[config.mk]
export PLATFORM = sky130hd
export DESIGN_NAME = man_transmitter
export DESIGN_NICKNAME = d
export VERILOG_FILES = /design/src/rtl/man_tx_pkg.sv /design/src/rtl/man_tx_halfbit_timer.sv /design/src/rtl/man_transmitter.sv
export SDC_FILE = /design/constraint.sdc
export NUM_CORES = 1
export LEC_CHECK = 0
export CORE_UTILIZATION = 30
export CTS_BUF_LIST = sky130_fd_sc_hd__clkbuf_4 sky130_fd_sc_hd__clkbuf_8
export DETAILED_ROUTE_END_ITERATION = 7
export HOLD_SLACK_MARGIN = 0.02
export SYNTH_ARGS = -nofsm -noshare
export SYNTH_HDL_FRONTEND = slang
export SYNTH_SLANG_ARGS = --single-unit
export TNS_END_PERCENT = 5
[constraint.sdc]
create_clock -name clk -period 3 [get_ports clk]
set_input_delay 0.6 -clock clk [delete_from_list [all_inputs] [get_ports clk]]
set_output_delay 0.6 -clock clk [all_outputs]
set_load 0.01 [all_outputs]
[src/rtl/man_tx_pkg.sv]
`timescale 1ns/1ps
`default_nettype none
// ---------------------------------------------------------------------------
// man_tx_pkg : state encoding, framing constants and timing helpers
// Rev 1.0
// ---------------------------------------------------------------------------
package man_tx_pkg;

  typedef enum logic [2:0] {
    IDLE     = 3'd0,
    PREAMBLE = 3'd1,
    SFD      = 3'd2,
    DATA     = 3'd3,
    FCS      = 3'd4,
    EOF      = 3'd5
  } tx_state_e;

  localparam logic [7:0] PREAMBLE_PAT = 8'h55;
  localparam logic [7:0] SFD_DEFAULT  = 8'hD0;

  function automatic int half_count(input int clk_freq, input int bit_rate);
    return clk_freq / (2 * bit_rate);
  endfunction

  // Counter width that stays legal for tiny ranges.
  function automatic int ctr_width(input int n);
    return (n > 1) ? $clog2(n) : 1;
  endfunction

endpackage
`default_nettype wire

[src/rtl/man_tx_halfbit_timer.sv]
`timescale 1ns/1ps
`default_nettype none
// ---------------------------------------------------------------------------
// man_tx_halfbit_timer : free-running half-bit divider, held at 0 while idle
// Rev 1.0
// ---------------------------------------------------------------------------
module man_tx_halfbit_timer
  import man_tx_pkg::*;
#(
  parameter int HALF = 1000
) (
  input  logic clk,
  input  logic reset,
  input  logic enb,
  output logic tick
);

  localparam int CW = ctr_width(HALF);
  localparam logic [CW-1:0] LAST = CW'(HALF - 1);

  logic [CW-1:0] cnt_q, cnt_d;

  always_comb begin
    cnt_d = cnt_q;
    tick  = 1'b0;
    if (!enb) begin
      cnt_d = '0;
    end else if (cnt_q == LAST) begin
      cnt_d = '0;
      tick  = 1'b1;
    end else begin
      cnt_d = cnt_q + CW'(1);
    end
  end

  always_ff @(posedge clk or posedge reset) begin
    if (reset) cnt_q <= '0;
    else       cnt_q <= cnt_d;
  end

endmodule
`default_nettype wire

[src/rtl/man_transmitter.sv]
`timescale 1ns/1ps
`default_nettype none
// ---------------------------------------------------------------------------
// man_transmitter : framed Manchester serialiser (preamble, SFD, payload, EOF)
// Optional checksum byte after the payload when MAN_TX_FCS_EN is defined.
// Rev 1.0
// ---------------------------------------------------------------------------
module man_transmitter
  import man_tx_pkg::*;
#(
  parameter int         CLK_FREQ       = 100_000_000,
  parameter int         BIT_RATE       = 50000,
  parameter int         DATA_WIDTH     = 8,
  parameter int         PREAMBLE_BYTES = 2,
  parameter logic [7:0] SFD_BYTE       = SFD_DEFAULT,
  parameter int         EOF_BITS       = 2
) (
  input  logic                  clk,
  input  logic                  reset,
  input  logic [DATA_WIDTH-1:0] data,
  input  logic                  valid,
  input  logic                  last,
  output logic                  ready,
  output logic                  txd,
  output logic                  txen,
  output logic                  busy,
  output logic                  underrun
);

  localparam int HALF       = half_count(CLK_FREQ, BIT_RATE);
  localparam int SHW        = (DATA_WIDTH > 8) ? DATA_WIDTH : 8;
  localparam int BCW        = ctr_width(SHW);
  localparam int PBW        = ctr_width(PREAMBLE_BYTES);
  localparam int EOF_HALVES = 2 * EOF_BITS;
  localparam int ECW        = ctr_width(EOF_HALVES);

  tx_state_e             state_q, state_d;
  logic [SHW-1:0]        shift_q, shift_d;
  logic [BCW-1:0]        bit_cnt_q, bit_cnt_d;
  logic                  phase_q, phase_d;
  logic [PBW-1:0]        byte_cnt_q, byte_cnt_d;
  logic [ECW-1:0]        eof_cnt_q, eof_cnt_d;
  logic                  last_q, last_d;
  logic [DATA_WIDTH-1:0] fcs_q, fcs_d;
  logic [DATA_WIDTH-1:0] hold_q, hold_d;
  logic                  hold_last_q, hold_last_d;
  logic                  hold_full_q, hold_full_d;
  logic                  txd_q, txd_d;
  logic                  txen_q, txen_d;
  logic                  underrun_q, underrun_d;

  logic                  tick;
  logic                  timer_en;
  logic                  take_hold;
  logic [BCW-1:0]        bit_end;

  assign timer_en = (state_q != IDLE);

  man_tx_halfbit_timer #(
    .HALF (HALF)
  ) u_timer (
    .clk   (clk),
    .reset (reset),
    .enb   (timer_en),
    .tick  (tick)
  );

  assign ready    = !reset && !hold_full_q && (state_q != EOF);
  assign busy     = (state_q != IDLE);
  assign txd      = txd_q;
  assign txen     = txen_q;
  assign underrun = underrun_q;

  // Framing bytes are always 8 bits; payload and checksum use DATA_WIDTH.
  assign bit_end = ((state_q == PREAMBLE) || (state_q == SFD)) ? BCW'(7) : BCW'(DATA_WIDTH - 1);

  always_comb begin
    state_d     = state_q;
    shift_d     = shift_q;
    bit_cnt_d   = bit_cnt_q;
    phase_d     = phase_q;
    byte_cnt_d  = byte_cnt_q;
    eof_cnt_d   = eof_cnt_q;
    last_d      = last_q;
    fcs_d       = fcs_q;
    hold_d      = hold_q;
    hold_last_d = hold_last_q;
    hold_full_d = hold_full_q;
    txd_d       = txd_q;
    txen_d      = txen_q;
    underrun_d  = 1'b0;
    take_hold   = 1'b0;

    if (valid && ready) begin
      hold_d      = data;
      hold_last_d = last;
      hold_full_d = 1'b1;
    end

    case (state_q)
      IDLE: begin
        txd_d  = 1'b1;
        txen_d = 1'b0;
        if (hold_full_q) begin
          state_d    = PREAMBLE;
          shift_d    = SHW'(PREAMBLE_PAT);
          bit_cnt_d  = '0;
          phase_d    = 1'b0;
          byte_cnt_d = '0;
          fcs_d      = '0;
          txd_d      = PREAMBLE_PAT[0];
          txen_d     = 1'b1;
        end
      end
      EOF: begin
        txd_d = 1'b1;
        if (tick) begin
          if (eof_cnt_q == ECW'(EOF_HALVES - 1)) begin
            state_d = IDLE;
            txen_d  = 1'b0;
          end else begin
            eof_cnt_d = eof_cnt_q + ECW'(1);
          end
        end
      end
      default: begin
        // First half carries the bit value, second half its complement.
        if (tick && !phase_q) begin
          phase_d = 1'b1;
          txd_d   = ~shift_q[0];
        end else if (tick && (bit_cnt_q != bit_end)) begin
          phase_d   = 1'b0;
          shift_d   = shift_q >> 1;
          bit_cnt_d = bit_cnt_q + BCW'(1);
          txd_d     = shift_q[1];
        end else if (tick) begin
          phase_d   = 1'b0;
          bit_cnt_d = '0;
          case (state_q)
            PREAMBLE: begin
              if (byte_cnt_q == PBW'(PREAMBLE_BYTES - 1)) begin
                state_d = SFD;
                shift_d = SHW'(SFD_BYTE);
                txd_d   = SFD_BYTE[0];
              end else begin
                byte_cnt_d = byte_cnt_q + PBW'(1);
                shift_d    = SHW'(PREAMBLE_PAT);
                txd_d      = PREAMBLE_PAT[0];
              end
            end
            SFD: begin
              state_d   = DATA;
              take_hold = 1'b1;
            end
            DATA: begin
              if (!last_q && hold_full_q) begin
                take_hold = 1'b1;
              end else begin
                underrun_d = !last_q;
`ifdef MAN_TX_FCS_EN
                state_d = FCS;
                shift_d = SHW'(fcs_q);
                txd_d   = fcs_q[0];
`else
                state_d   = EOF;
                eof_cnt_d = '0;
                txd_d     = 1'b1;
`endif
              end
            end
            default: begin
              state_d   = EOF;
              eof_cnt_d = '0;
              txd_d     = 1'b1;
            end
          endcase
        end
      end
    endcase

    if (take_hold) begin
      shift_d     = SHW'(hold_q);
      last_d      = hold_last_q;
      hold_full_d = 1'b0;
      fcs_d       = fcs_q ^ hold_q;
      txd_d       = hold_q[0];
    end
  end

  always_ff @(posedge clk or posedge reset) begin
    if (reset) begin
      state_q     <= IDLE;
      shift_q     <= '0;
      bit_cnt_q   <= '0;
      phase_q     <= 1'b0;
      byte_cnt_q  <= '0;
      eof_cnt_q   <= '0;
      last_q      <= 1'b0;
      fcs_q       <= '0;
      hold_q      <= '0;
      hold_last_q <= 1'b0;
      hold_full_q <= 1'b0;
      txd_q       <= 1'b1;
      txen_q      <= 1'b0;
      underrun_q  <= 1'b0;
    end else begin
      state_q     <= state_d;
      shift_q     <= shift_d;
      bit_cnt_q   <= bit_cnt_d;
      phase_q     <= phase_d;
      byte_cnt_q  <= byte_cnt_d;
      eof_cnt_q   <= eof_cnt_d;
      last_q      <= last_d;
      fcs_q       <= fcs_d;
      hold_q      <= hold_d;
      hold_last_q <= hold_last_d;
      hold_full_q <= hold_full_d;
      txd_q       <= txd_d;
      txen_q      <= txen_d;
      underrun_q  <= underrun_d;
    end
  end

endmodule
`default_nettype wire

### Yosys cells after proc, flatten, opt, wreduce, memory -nomap -nowiden

Cells that the tools add are included.

| cells by class | value |
|---|---|
| add/sub/neg operators | 4 |
| bitwise operators | 3 |
| multiplexer cells | 72 |
| reduce and logical (&&, ||, !) cells | 32 |
| equal/unequal tests | 27 |

Operator list:

| kind | count |
|---|---|
| $mux 8 | 7 |
| $mux 3 | 12 |
| $mux 1 | 34 |
| $mux 10 | 2 |
| $pmux 8 s2 | 1 |
| $reduce_and 8->1 | 2 |
| $mux 2 | 6 |
| $pmux 3 s2 | 2 |
| $reduce_bool 4->1 | 3 |
| $add 10x1->10 const B | 1 |
| $eq 10x10->1 const B | 1 |
| $ne 2x1->1 const B | 5 |
| $ne 2x2->1 const B | 5 |
| $ne 3x3->1 const B | 3 |
| $pmux 3 s3 | 1 |
| $reduce_and 3->1 | 3 |
| $reduce_bool 3->1 | 3 |
| $ne 4x2->1 const B | 2 |
| $pmux 1 s2 | 4 |
| $pmux 2 s2 | 2 |
| $reduce_bool 2->1 | 4 |
| $eq 3x2->1 const B | 2 |
| $logic_and 1x1->1 | 6 |
| $ne 3x1->1 const B | 2 |
| other kinds (18) | 25 |

| word-level totals | value |
|---|---|
| logic and storage cells | 152 |
| bits of input ports | 12 |
| register bits after elaboration | 42 |
| output and inout port bits | 5 |

### Depth between registers and ports, before layout

| logic depth | value |
|---|---|
| word-level depth | 10 |
| depth in mapped cells | 8 |
| depth with buffers taken out | 7 |

### By module

A second synthesis with hierarchy kept.

| second synthesis, totals | value |
|---|---|
| cells, all modules | 228 |
| area, all modules | 2313.5 sq um |

By module, submodules not included:

| module | times used | cells an instance | area each (sq um) | seq. area each (sq um) |
|---|---|---|---|---|
| man_transmitter | 1 | 175 | 1780.5 | 802.0 |
| man_tx_halfbit_timer | 1 | 53 | 533.0 | 250.2 |

### Least setup slack after synthesis

Ideal clock, no wire load.

| path | value |
|---|---|
| path kind | reg-to-reg |
| start point | register u_timer.cnt_q[0] |
| end point | register shift_q[1] |
| data arrival time | 2.690 ns |
| setup time | 0.125 ns |
| stages on the path, launching flop included | 9 |
| path slack | 0.185 ns |
| required time | 2.875 ns |
| cells stage by stage | dfrtp_1 -> ha_1 -> nand3_1 -> or4_1 -> buf_2 -> or4_4 -> buf_6 -> a31oi_4 -> mux2_2 |

| between the ends | value |
|---|---|
| longest elaborated chain between the ends | 9 |

RTL lines:

| element | RTL line | text |
|---|---|---|
| start, declared | man_tx_halfbit_timer.sv:21 | `logic [CW-1:0] cnt_q, cnt_d;` |
| start signal, assigned | man_tx_halfbit_timer.sv:38 | `else cnt_q <= cnt_d;` |
| $eq 10x10->1 (*) | man_tx_halfbit_timer.sv:28 | `end else if (cnt_q == LAST) begin` |
| $mux 1 (*) | man_tx_halfbit_timer.sv:28 |  |
| $mux 1 (*) | man_tx_halfbit_timer.sv:26 | `if (!enb) begin` |
| $mux 1 or $logic_and 1x1->1 (tied branches) | man_transmitter.sv:136, man_transmitter.sv:131 |  |
| $mux 1 | man_transmitter.sv:131 | `end else if (tick && (bit_cnt_q != bit_end)) begin` |
| $mux 1 | man_transmitter.sv:128 | `if (tick && !phase_q) begin` |
| $mux 1 | man_transmitter.sv:100 | `case (state_q)` |
| $ne 3x2->1 (no source line), or another cell as far along | n/a |  |
| $reduce_and 5->1 (no source line) | n/a |  |
| end signal, assigned | man_transmitter.sv:208 | `shift_q <= shift_d;` |
| end, declared | man_transmitter.sv:38 | `logic [SHW-1:0] shift_q, shift_d;` |

Every way passes the cells marked *; elsewhere a longest branch is shown, timed or not. The select of a mux whose other input is x is not followed.
A chain may end at the register's enable or synchronous reset.

### Final worst setup path

Ends and elaborated chain as after synthesis.

==> implementation parameters <==
Parameter                              Value

Die
  Total die area    7410 um2
  Total number of placement rows    30
  Top-Level Pins    17
  Width of the die    86.1 um
  Vertical die dimension    86.1 um
  Initial Util    31.1%
  Core ar.    a little under 7000 um2

Placed design
  Port Buffer Count    16
  Routability Congestion    between 0.7 and 0.8
  Sum of net half-perimeters after detailed placement    3010 um
  Place WS    0.244 ns
  Area of placed instances    2400 um2

Synthesis
  Nets in the synthesized netlist    206
  Synth area leader    dfrtp_1
  Count of flip-flops with a built-in enable after synthesis    0
  Unique cell type count in the Yosys netlist    48
  Most used flip-flop cell after synthesis    dfrtp_1
  Async SR Flop Fraction    100%
  Syn Inst Count    190
  Total of flip-flops plus latches after synthesis    42
  Synthesized area    between 2000 and 2500 um2
  Largest cells by area after synthesis    dfrtp_1, mux2_2, nand2_1, ha_1, mux2i_1
  Seq/Total Area, Yosys    49.6%
  Mean Syn Cell Area    11.2 um2
  Synth top area share    approximately half
  Number of warnings printed during yosys synthesis    0

Finish
  Number of fillers in the final layout    ~710
  Total Nets Final    229
  Diodes inserted    0
  End-of-flow core utilization    between 30% and 40%
  Area delta synth->final    18.3%
  Final Instance Area    2510 um2
  Share of final-layout standard cells stronger than drive strength 1    22.0%

Pwr
  Peak supply drop    209 uV
  Leakage power total    1.10 nW
  Switching power    0.000217 W
  Proportion of power drawn by flip-flops and latches    between 50 and 60%
  Proportion of power drawn by combinational gates    2.5%
  Clock network power share    43.3%
  Net Sw Frac    20.8%
  P_int    0.000827 W
  Cell Pwr Density    416 nW/um2

CTS
  Clock buffer count from CTS    5
  Total number of clock tree sinks    42
  CTS tree    built
  Clock H-tree levels    2
  Clock latency of the later-clocked register in the worst-skew pair    0.30 ns
  Clock-pin slew of the registers on the worst-case setup and hold paths    0.09 ns
  Number of instances resized during post-cts repair    0
  Post-CTS Setup Inserts    0
  Clock root buffer master    clkbuf_8
  Deepest clock path buffer count    2
  Number of buffers added to fix hold violations after cts    0

Detailed routing
  Vias after detailed routing    1481
  Residual DRC    0
  Number of DRC markers in iteration 0    between 100 and 150
  Remaining number of nets flagged by the antenna check after routing    0
  Vias/cell    4.78
  Wire length per cell    13.6 um
  Routed WL    4200 um
  First-pass DRT Iterations    4

Timing
  RSZ-0062 raised after global routing    false
  Worst hold slack across all endpoints    0.492 ns
  Clk_skew    0.00842 ns
  Sum of negative setup slack    0 ns
  Achievable frequency    360 MHz
  Number of failing setup endpoints in the final timing report    0
  Final setup margin    0.220 ns
  Min cycle time layout    2.78 ns
  Number of max-slew violations in the final report    0
  Worst max-slew margin expressed relative to the limit    60.0%
  Slew of the pin with the lowest slew margin    0.598 ns
  Post-route fraction of the period consumed by the critical path    92.7%
  Hold Fails Final Rpt    0

Critical path
  Crit path DAT    2.96 ns
  Source of the worst register-to-register timing path    u_timer.cnt_q[0]$_DFF_PP0_
  Sort of element at the end of the critical path    register
  Worst Reg2Reg Path Length in Cells    6
  FF-to-FF End    shift_q[1]$_DFFE_PP0P_
  Critical path data required time    3.18 ns
  Startpoint class of the critical path    register
  Worst setup slack for register-to-register paths    0.22 ns
  Type of the worst setup path    reg -> reg
  Largest fanout on the critical path    8

Min path
  Worst min-delay path endpoint    bit_cnt_q[2]$_DFFE_PP0P_
  Hold crit path type    reg -> reg
  Instance count along the most critical hold path    2
  Launch point of the worst hold path    bit_cnt_q[2]$_DFFE_PP0P_

GRT
  Pin count of the biggest net entering global routing    43
  Global-route wire length before repair    7160 um
  Antenna violations before repair    0
  Via count of the first global-routing pass    1470
  Tot GR Track Use    approximately an eighth
  Leftover overflow at the end of global routing    0

Run
  Count of max-cap constraint violations    0

Run status
  Run status    completed
cells in the mapped netlist (2+ instances only):
cell type  instances
nand3_1            4
o311ai_0           2
ha_1               4
nor3_1             6
and3_1             4
nand4_1            2
or3_1              2
dfrtp_1           41
or2_2              3
nand2_1           15
nor2_1            11
a21oi_1            5
a21o_1             2
xor2_1             3
a22o_1             4
mux2_2            19
buf_6              2
nor4_1             3
a311o_1            2
xnor2_1            3
o21ai_0           10
inv_1             10
o22ai_1            2
or3_2              2
mux2i_1            5
a22oi_1            2
sequential cells by signal, indices dropped and copies added, names as in the netlist, named ones only:
signal	cells
u_timer.cnt_q	10
state_q	2
shift_q	8
hold_q	8
underrun	1
eof_cnt_q	2
phase_q	1
last_q	1
txen	1
hold_last_q	1
byte_cnt_q	1
hold_full_q	1
txd	1
bit_cnt_q	3
cells by family (layout without fill, tap and decap cells):
logic type	count (synthesis)	in the layout	share of synthesized area (%)
adders and majority gates	4	4	2.36
AOI/OAI and AO/OA	36	36	12.4
xor gates and xnor gates	6	6	2.48
and+or+nand+nor	62	62	16.6
buffers and inverters	16	40	4.13
DFF	42	42	49.6
muxes	24	24	12.4
placed cells by master (no fill, tap or decap), types with 4 or more instances in the layout:
cell             instances
a21oi_1                  5
clkbuf_8                 5
nor3_1                   6
mux2_2                  19
o21ai_0                 10
and3_1                   4
dfrtp_1                 41
nor2_1                  11
nand3_1                  4
inv_1                    9
mux2i_1                  5
clkdlybuf4s50_1         16
a22o_1                   4
buf_4                    6
ha_1                     4
nand2_1                 15
through the flow:
stage	power (W)	instances
floorplan	0.000585	190
global placement	0.000604	302
detailed placement	0.000605	302
CTS	0.00107	310
global route	0.00109	310
finish	0.00104	310
worst max-delay path by stage:
stage	start	to	slack [ns]	cells after the start
finish	u_timer.cnt_q[0]$_DFF_PP0_	shift_q[1]$_DFFE_PP0P_	0.22	6
global route	u_timer.cnt_q[0]$_DFF_PP0_	shift_q[1]$_DFFE_PP0P_	0.08	6
CTS	u_timer.cnt_q[0]$_DFF_PP0_	shift_q[1]$_DFFE_PP0P_	0.22	6
detailed placement	u_timer.cnt_q[0]$_DFF_PP0_	shift_q[1]$_DFFE_PP0P_	0.24	6
global placement	u_timer.cnt_q[0]$_DFF_PP0_	shift_q[2]$_DFFE_PP0P_	0.27	6
floorplan	u_timer.cnt_q[0]$_DFF_PP0_	shift_q[1]$_DFFE_PP0P_	0.19	8
routing by layer:
layer | global-route usage [%] | vias to the layer above | share of wire [%]
met4 | 5.45 | 0 | 1.4
met5 | 0 | - | 0
met2 | 18.9 | 29 | 45
met1 | 17.6 | 703 | 50
li1 | - | 745 | -
met3 | 3.46 | 4 | 3.5
power by group through the flow:
stage,Sequential (W),Clock (W),Combinational [W]
global placement,0.000577,0,0.0000275
floorplan,0.000577,0,0.00000853
global route,0.000566,0.000489,0.0000306
detailed placement,0.000577,0,0.0000278
CTS,0.000566,0.000472,0.0000278
finish,0.000566,0.000452,0.0000265
final cells by class:
| class | instances | area [um2] | area share (%) |
|---|---|---|---|
| Clock buffer | 5 | 68.8 | 2.74 |
| Clock inverter | 3 | 45.0 | 1.79 |
| Inverter | 10 | 37.5 | 1.49 |
| Multi-Input combinational cell | 132 | 982 | 39.1 |
| Sequential cell | 42 | 1050 | 41.9 |
| Tap cell | 96 | 120 | 4.78 |
| Timing Repair Buffer | 22 | 205 | 8.17 |
worst max-delay path: stages (launching register included):
cell	delay (ns)
dfrtp_1	0.40
ha_1	0.25
nand3_1	0.12
or4_1	0.55
or4_4	0.61
a31oi_4	0.35
mux2_2	0.38
(Power assumes the default switching activity.)
